`config.mk`:
```
export PLATFORM = sky130hd
export DESIGN_NAME = dbus_read_mux
export DESIGN_NICKNAME = d
export VERILOG_FILES = /design/src/rtl/dbus_read_mux_pkg.sv /design/src/rtl/dbus_onehot_enc.sv /design/src/rtl/dbus_read_mux.sv
export SDC_FILE = /design/constraint.sdc
export NUM_CORES = 1
export LEC_CHECK = 0
export ABC_AREA = 0
export BUFFER_PORTS_ARGS = -buffer_cell sky130_fd_sc_hd__buf_2
export CORE_UTILIZATION = 45
export CTS_CLUSTER_DIAMETER = 80
export DETAILED_ROUTE_END_ITERATION = 16
export GPL_ROUTABILITY_DRIVEN = 0
export PLACE_DENSITY = 0.74
export RECOVER_POWER = 100
export SETUP_SLACK_MARGIN = 0.5
export SYNTH_ARGS = -nofsm -noshare
export SYNTH_HDL_FRONTEND = slang
export SYNTH_SLANG_ARGS = --single-unit
```
`constraint.sdc`:
```
create_clock -name CLK -period 4.5 [get_ports CLK]
set_input_delay 0.9 -clock CLK [delete_from_list [all_inputs] [get_ports CLK]]
set_output_delay 0.9 -clock CLK [all_outputs]
set_load 0.1 [all_outputs]
```
`src/rtl/dbus_read_mux_pkg.sv`:
```
// Shared bus-block definitions: FSM state encoding for the read multiplexer.
package dbus_read_mux_pkg;

  localparam int unsigned STATE_W = 2;

  typedef enum logic [STATE_W-1:0] {
    ST_IDLE  = 2'd0,
    ST_WAIT  = 2'd1,
    ST_HOLD  = 2'd2,
    ST_FAULT = 2'd3
  } state_t;

endpackage

```
`src/rtl/dbus_onehot_enc.sv`:
```
// Chip-select encoder: index of the lowest set bit, any-set and exactly-one-set flags.
module dbus_onehot_enc #(
  parameter int unsigned NCH = 6,
  localparam int unsigned IW = $clog2(NCH)
) (
  input  logic [NCH-1:0] cs,
  output logic [IW-1:0]  idx,
  output logic           any,
  output logic           one
);

  localparam logic [NCH-1:0] LSB_ONE = {{(NCH-1){1'b0}}, 1'b1};

  always_comb begin
    idx = '0;
    // Scan downward so the lowest set bit wins.
    for (int i = NCH - 1; i >= 0; i--) begin
      if (cs[i]) idx = IW'(i);
    end
  end

  assign any = |cs;
  assign one = any && ((cs & (cs - LSB_ONE)) == '0);

endmodule

```
`src/rtl/dbus_read_mux.sv`:
```
// Registered read-data mux between the external CPU bus and peripheral channels,
// with wait-state insertion, timeout substitution and sticky fault flags.
module dbus_read_mux
  import dbus_read_mux_pkg::*;
#(
  parameter int unsigned     BW       = 8,
  parameter int unsigned     NCH      = 6,
  parameter int unsigned     TOUT     = 15,
  parameter logic [BW-1:0]   DEF_DATA = 8'hFF
) (
  input  logic              CLK,
  input  logic              RESET,
  input  logic [NCH-1:0]    CS,
  input  logic              nRD,
  input  logic [NCH*BW-1:0] DI,
  input  logic [NCH-1:0]    RDY,
  input  logic              ERR_CLR,
  output logic [BW-1:0]     DO,
  output logic              DOE,
  output logic              nWAIT,
  output logic              ERR_MULTI,
  output logic              ERR_TOUT
);

  localparam int unsigned IW = $clog2(NCH);
  localparam int unsigned CW = $clog2(TOUT + 1);

  state_t          state, state_nx;
  logic [IW-1:0]   sel, sel_nx;
  logic [CW-1:0]   count, count_nx;
  logic [BW-1:0]   do_nx;
  logic            set_multi, set_tout;
  logic [IW-1:0]   enc_idx;
  logic            enc_any, enc_one;
  logic [BW-1:0]   ch_data [NCH];

  dbus_onehot_enc #(.NCH(NCH)) u_enc (
    .cs  (CS),
    .idx (enc_idx),
    .any (enc_any),
    .one (enc_one)
  );

  for (genvar g = 0; g < NCH; g++) begin : g_ch
    assign ch_data[g] = DI[g*BW +: BW];
  end

  // Next-state, capture and error-set decode.
  always_comb begin
    state_nx  = state;
    sel_nx    = sel;
    count_nx  = count;
    do_nx     = DO;
    set_multi = 1'b0;
    set_tout  = 1'b0;
    unique case (state)
      ST_IDLE: begin
        if (!nRD && enc_any) begin
          if (!enc_one) begin
            set_multi = 1'b1;
            state_nx  = ST_FAULT;
          end else if (RDY[enc_idx]) begin
            do_nx    = ch_data[enc_idx];
            state_nx = ST_HOLD;
          end else begin
            sel_nx   = enc_idx;
            count_nx = '0;
            state_nx = ST_WAIT;
          end
        end
      end
      ST_WAIT: begin
        if (nRD || !CS[sel]) begin
          state_nx = ST_IDLE;
        end else if (RDY[sel]) begin
          do_nx    = ch_data[sel];
          state_nx = ST_HOLD;
        end else if (count == CW'(TOUT - 1)) begin
          do_nx    = DEF_DATA;
          set_tout = 1'b1;
          state_nx = ST_HOLD;
        end else begin
          count_nx = count + CW'(1);
        end
      end
      ST_HOLD: begin
        if (nRD || !enc_any) state_nx = ST_IDLE;
      end
      ST_FAULT: begin
        if (nRD) state_nx = ST_IDLE;
      end
      default: state_nx = ST_IDLE;
    endcase
  end

  // Outputs are registered from the next state so they track the state register exactly.
  always_ff @(posedge CLK) begin
    if (RESET) begin
      state     <= ST_IDLE;
      sel       <= '0;
      count     <= '0;
      DO        <= DEF_DATA;
      DOE       <= 1'b0;
      nWAIT     <= 1'b1;
      ERR_MULTI <= 1'b0;
      ERR_TOUT  <= 1'b0;
    end else begin
      state     <= state_nx;
      sel       <= sel_nx;
      count     <= count_nx;
      DO        <= do_nx;
      DOE       <= (state_nx == ST_HOLD);
      nWAIT     <= (state_nx != ST_WAIT);
      ERR_MULTI <= set_multi | (ERR_MULTI & ~ERR_CLR);
      ERR_TOUT  <= set_tout  | (ERR_TOUT  & ~ERR_CLR);
    end
  end

endmodule
```
---- After elaboration in Yosys (flattened, before gate mapping) ----
Index checks and enable logic that the tools add are counted.
storage, ports and cells
  flip-flop bits (word level) ............. 21
  bits in latches ......................... 0
  RAM bits ................................ 0
  ROM bits ................................ 0
  bits of input ports ..................... 64
  output and inout bits ................... 12
  word-level logic and storage cells ...... 99
  memories kept ........................... 0
operators by class
  add/subtract/negate cells ............... 2
  multiply operators ...................... 0
  divide/modulo/power cells ............... 0
  $lt $le $gt $ge ......................... 4
  equal/unequal tests ..................... 14
  shifts and indexed selects .............. 0
  muxes and demuxes ....................... 48
  bitwise gates (word level) .............. 9
  reductions and logical operators ........ 14
operator list
  kind                   number
  $mux W8                10
  $bmux W8 S3            2
  $mux W4                6
  $mux W3                6
  $mux W2                8
  $pmux W8 S2            1
  $ne A2 B2 Y1 const B   7
  $mux W1                10
  $bmux W1 S3            3
  $ge A4 B4 Y1 const B   2
  $lt A3 B4 Y1 const B   2
  $not A3 Y4             2
  $pmux W2 S4            1
  $pmux W4 S2            1
  $reduce_and A7 Y1      1
  $and A6 B6 Y6          1
  $eq A2 B2 Y1 const B   3
  $logic_not A6 Y1       1
  $reduce_and A6 Y1      1
  $reduce_or A6 Y1       1
  $sub A6 B1 Y6 const B  1
  $add A4 B1 Y4 const B  1
  $eq A4 B4 Y1 const B   1
  $reduce_and A4 Y1      1
  other kinds (11)       18

---- Longest topological paths before layout ----
  word-level depth ........................ 14
  mapped depth ............................ 9
  gate-level depth less buffers ........... 8

---- Hierarchy ----
A second synthesis with hierarchy kept.
second synthesis, totals
  cell total of the unflattened synthesis .. 203
  area, all modules ....................... 1961.9 um^2
modules (own cells, without submodules)
  module           instances  cells an instance  area each (um^2)  seq. area each (um^2)
  dbus_read_mux    1          186                1856.8            420.4
  dbus_onehot_enc  1          17                 105.1             0.0

---- Worst setup path before layout ----
OpenSTA, ideal clock, no wires.
  kind .................................... input to register
  start ................................... input CS[3]
  end ..................................... register DO[0]
  setup time .............................. 0.120 ns
  arrival ................................. 2.767 ns
  required time ........................... 4.380 ns
  slack ................................... 1.614 ns
  cell stages on the path ................. 8
  buffers on the path ..................... 2
  path through ............................ buf_6 or4_4 nor2_8 a211oi_2 o32ai_4 o221ai_2 buf_2 a211o_1
on the way
  longest elaborated chain between the ends .. 12
  elaborated cells on any way between the ends .. 29
  classes of those cells .................. add/sub (1); eq/ne (4); mux (15); bitwise (2); reduce/logical (7)
ends and longest elaborated chain
  item                                        RTL line               RTL
  from (decl)                                 dbus_read_mux.sv:13    input logic [NCH-1:0] CS,
  $mux W3 (4 in a row)                        dbus_onehot_enc.sv:18  if (cs[i]) idx = IW'(i);
  $not A3 Y4 (implied by the code)            dbus_read_mux.sv:63    do_nx = ch_data[enc_idx];
  $bmux W8 S3                                 dbus_read_mux.sv:63
  $mux W8 (implied by the code) (2 in a row)  dbus_read_mux.sv:63
  $mux W8                                     dbus_read_mux.sv:62    end else if (RDY[enc_idx]) begin
  $mux W8                                     dbus_read_mux.sv:59    if (!enc_one) begin
  $mux W8                                     dbus_read_mux.sv:58    if (!nRD && enc_any) begin
  $pmux W8 S2                                 dbus_read_mux.sv:56    unique case (state)
  to (signal assigned)                        dbus_read_mux.sv:111   DO <= do_nx;
  to (decl)                                   dbus_read_mux.sv:18    output logic [BW-1:0] DO,
Several ways; a longest one is shown, not always the timed one. The select of a mux whose other input is x is not followed.
A chain may end at the register's enable or synchronous reset.

---- Worst setup path in the final report ----
  start ................................... input CS[4]
  end ..................................... register DO[1]
on the way
  longest elaborated chain between the ends .. 13
  elaborated cells on any way between the ends .. 30
  classes of those cells .................. add/sub (1); eq/ne (4); mux (16); bitwise (2); reduce/logical (7)
ends and longest elaborated chain
  item                                        RTL line
  $mux W3 (5 in a row)                        dbus_onehot_enc.sv:18
  $not A3 Y4 (implied by the code)            dbus_read_mux.sv:63
  $bmux W8 S3                                 dbus_read_mux.sv:63
  $mux W8 (implied by the code) (2 in a row)  dbus_read_mux.sv:63
  $mux W8                                     dbus_read_mux.sv:62
  $mux W8                                     dbus_read_mux.sv:59
  $mux W8                                     dbus_read_mux.sv:58
  $pmux W8 S2                                 dbus_read_mux.sv:56
Several ways; a longest one is shown, not always the timed one. The select of a mux whose other input is x is not followed.

==> load_flow_metrics.sql <==
INSERT INTO impl_metrics (metric_group, metric, value, unit) VALUES
('final_layout', 'final_layout_size_suffix_gt1_share', '30.10', '%'),
('yosys', 'synth_top_family_by_area', 'compound AO/OA/AOI/OAI gates', ''),
('final_layout', 'synthToLayoutAreaGrowth', '17.20', '%'),
('power_and_ir_drop', 'power_density_over_cell_area', '233.1', 'nW/um^2'),
('clock_network', 'clock_tree.buffer_depth', '2', ''),
('yosys', 'ys_warn_count', '0', ''),
('setup_path', 'cp_slowest_stage_delay', '1.08', 'ns'),
('place', 'placedCellCount', '357', ''),
('place', 'placement.io_buffers', '75', ''),
('sta', 'period_share', '76.52', '%'),
('status', 'status', 'complete, no violations', ''),
('floorplanning', 'die_height', '70', 'um'),
('detailed_routing', 'wl', '6.242', 'mm'),
('detailed_routing', '1st_iter_drt_viols', '192', ''),
('flow_run', 'max_cap_violation_count', '0', ''),
('clock_network', 'cts_repair_resize_count', '0', ''),
('global_route', 'globalRouteTotalUtil', '24.43', '%'),
('power_and_ir_drop', 'cellLeakagePower', '0.9221', 'nW'),
('setup_path', 'setup.worst_path.class', 'in -> reg', ''),
('floorplanning', 'io_pins', '76', ''),
('clock_network', 'numCtsBuffers', '3', ''),
('sta', 'final-setup-viol-count', '0', ''),
('clock_network', 'postCtsSetupRepairBufs', '0', ''),
('setup_path', 'endpoint_kind', 'flop', ''),
('global_route', 'antenna_found_initial', '0', ''),
('place', 'placement.cell_area', '2436', 'um^2'),
('floorplanning', 'fp.dieArea', '4900', 'um^2'),
('global_route', 'via_count_of_the_first_global_routing_pass', '2131', ''),
('sta', 'max_freq', '290.4', 'MHz'),
('final_layout', 'instances_no_fill', '361', ''),
('global_route', 'gr-usage-met1', '29.71', '%'),
('final_layout', 'final_core_util', '55.24', '%'),
('yosys', 'yosys_register_bits', '21', ''),
('sta', 'final-max-slew-violation-count', '0', ''),
('setup_path', 'startpoint_type', 'primary input', ''),
('clock_network', 'cts.clk_slew.worst_paths', '0.07', 'ns'),
('floorplanning', 'die_w', '70', 'um'),
('setup_path', 'worstPathCellList', 'clkbuf_1 -> o21ai_0 -> and3_1 -> o32ai_1 -> o221ai_2 -> nor2_1 -> a211o_1', ''),
('sta', 'post_layout_minimum_cycle_time', '3.443', 'ns'),
('final_layout', 'n_antenna_cell', '0', ''),
('setup_path', 'critical-path-slowest-cell', 'sky130_fd_sc_hd__o21ai_0', ''),
('floorplanning', 'initial_core_utilization', '47.14', '%'),
('clock_network', 'worst_skew_pair.late_latency', '0.26', 'ns'),
('global_route', 'grt_pass1_wl', '9.673', 'mm'),
('setup_path', 'critPathRequiredTime', '4.65', 'ns'),
('final_layout', 'final.fill_count', '425', ''),
('detailed_routing', 'via_per_instance_ratio', '6.377', ''),
('detailed_routing', 'avgRoutedWirePerCell', '17.29', 'um'),
('clock_network', 'cts_root_buf', 'sky130_fd_sc_hd__clkbuf_8', ''),
('floorplanning', 'floorplan.core_area', '4414', 'um^2'),
('yosys', 'synth.yosys.seq_area_share', '20.20', '%'),
('setup_path', 'worst_r2r_startpoint', 'sel[1]$_SDFFE_PP0P_', ''),
('final_layout', 'layout_commonest_cell', 'sky130_fd_sc_hd__buf_2', ''),
('global_route', 'grt_start_max_net_pins', '20', ''),
('global_route', 'grt_overflow', '0', ''),
('sta', 'slew_headroom', '9.374', '%'),
('min_path', 'timing.hold.worst.start', 'DO[2]$_SDFFE_PP1P_', ''),
('yosys', 'synth.area.mux_share', '21.23', '%'),
('sta', 'hold_viol', '0', ''),
('yosys', 'syn-cell-area', '2081', 'um^2'),
('sta', 'fin_setup_tns', '0', 'ns'),
('setup_path', 'crit_path_max_fanout', '16', ''),
('yosys', 'ys.flop_type', 'sky130_fd_sc_hd__dfxtp_1', ''),
('detailed_routing', 'dr.pass1.iters', '5', ''),
('yosys', 'synth_simple_gate_area_share', '17.92', '%'),
('setup_path', 'timing.critical_path.buf_inv', '1', ''),
('setup_path', 'critPathLaunch', 'CS[4]', ''),
('final_layout', 'final_cell_mix', 'sky130_fd_sc_hd__buf_2, sky130_fd_sc_hd__o22ai_1, sky130_fd_sc_hd__nor2_1, sky130_fd_sc_hd__dfxtp_1, sky130_fd_sc_hd__mux2i_1', ''),
('final_layout', 'fin_nets', '376', ''),
('place', 'hpwl', '4.709', 'mm'),
('global_route', 'globalRoute.busiestLayer', 'met2', '');
-- cell families after synthesis --
family                     count (synthesis)
AOI/OAI and AO/OA                         92
adders and majority gates                  3
buffers and inverters                     29
DFF                                       21
muxes                                     33
and+or+nand+nor                           68
-- worst paths after layout --
| path | depth (start not counted) | end | slack (ns) |
|---|---|---|---|
| worst max-delay path | 7 | DO[1]$_SDFFE_PP1P_ | 1.06 |
| worst min-delay path | 1 | DO[2]$_SDFFE_PP1P_ | 0.47 |
| worst max register to register | 7 | count[1]$_SDFFE_PP0P_ | 1.53 |
| worst min register to register | 1 | DO[2]$_SDFFE_PP1P_ | 0.47 |
-- where the power goes --
group,internal [W],switching (W),leakage [nW]
Combinational,0.0000824,0.000161,0.728
Sequential,0.000196,0.00000866,0.171
Clock,0.0000630,0.0000571,0.0228
-- sequential cells by signal (all words and copies together) (netlist names) --
| name | count |
|---|---|
| DO | 8 |
| count | 4 |
| sel | 3 |
| state | 2 |
| DOE | 1 |
| ERR_MULTI | 1 |
| ERR_TOUT | 1 |
| nWAIT | 1 |
-- final cells by class --
cell class,instances,area [um^2],area share [%]
multi-input cells,196,1496,61.36
clock buffers,4,45.04,1.847
flip-flops and latches,21,420.4,17.24
repair buffers,76,366.6,15.03
well taps,52,65.06,2.668
inverters,12,45.04,1.847
-- synth_stat cells (all sizes together) (4+ instances only) --
cell	count	area (um^2)
o22ai	32	200.2
nor2	24	108.9
dfxtp	21	420.4
mux2i	19	190.2
o21ai	14	70.07
a21oi	12	63.81
inv	12	45.04
buf	10	66.30
nand2	10	40.04
a211oi	9	77.57
a211o	8	70.07
mux4	8	180.2
clkbuf	7	26.28
mux2	6	71.31
nand2b	5	31.28
nand3	5	25.02
or2	4	25.02
-- worst register-to-register path, cell delays in order (launching register included) --
cell and delay [ns]:
sky130_fd_sc_hd__dfxtp_1 0.76, sky130_fd_sc_hd__mux2_1 0.40, sky130_fd_sc_hd__a222oi_1 0.57, sky130_fd_sc_hd__and2_1 0.29
sky130_fd_sc_hd__nand2_1 0.09, sky130_fd_sc_hd__o2111a_1 0.23, sky130_fd_sc_hd__or4_1 0.42, sky130_fd_sc_hd__a21oi_1 0.15
-- metrics by stage --
stage                     setup slack [ns]  hold slack [ns]
after CTS                            1.384           0.4637
after floorplan                      1.614           0.4531
after global routing                0.6500           0.4823
after global placement               1.219           0.4387
final                                1.057           0.4690
after detailed placement             1.109           0.4458
-- routing by layer --
metal / vias up / wire length, um / part of all wire, %
met3: 16 / 547 / 8.8
li1: 1086 / - / -
met5: - / 0 / 0
met4: 0 / 139 / 2.2
met2: 143 / 3069 / 49
met1: 1057 / 2486 / 40
(Power assumes the default switching activity.)
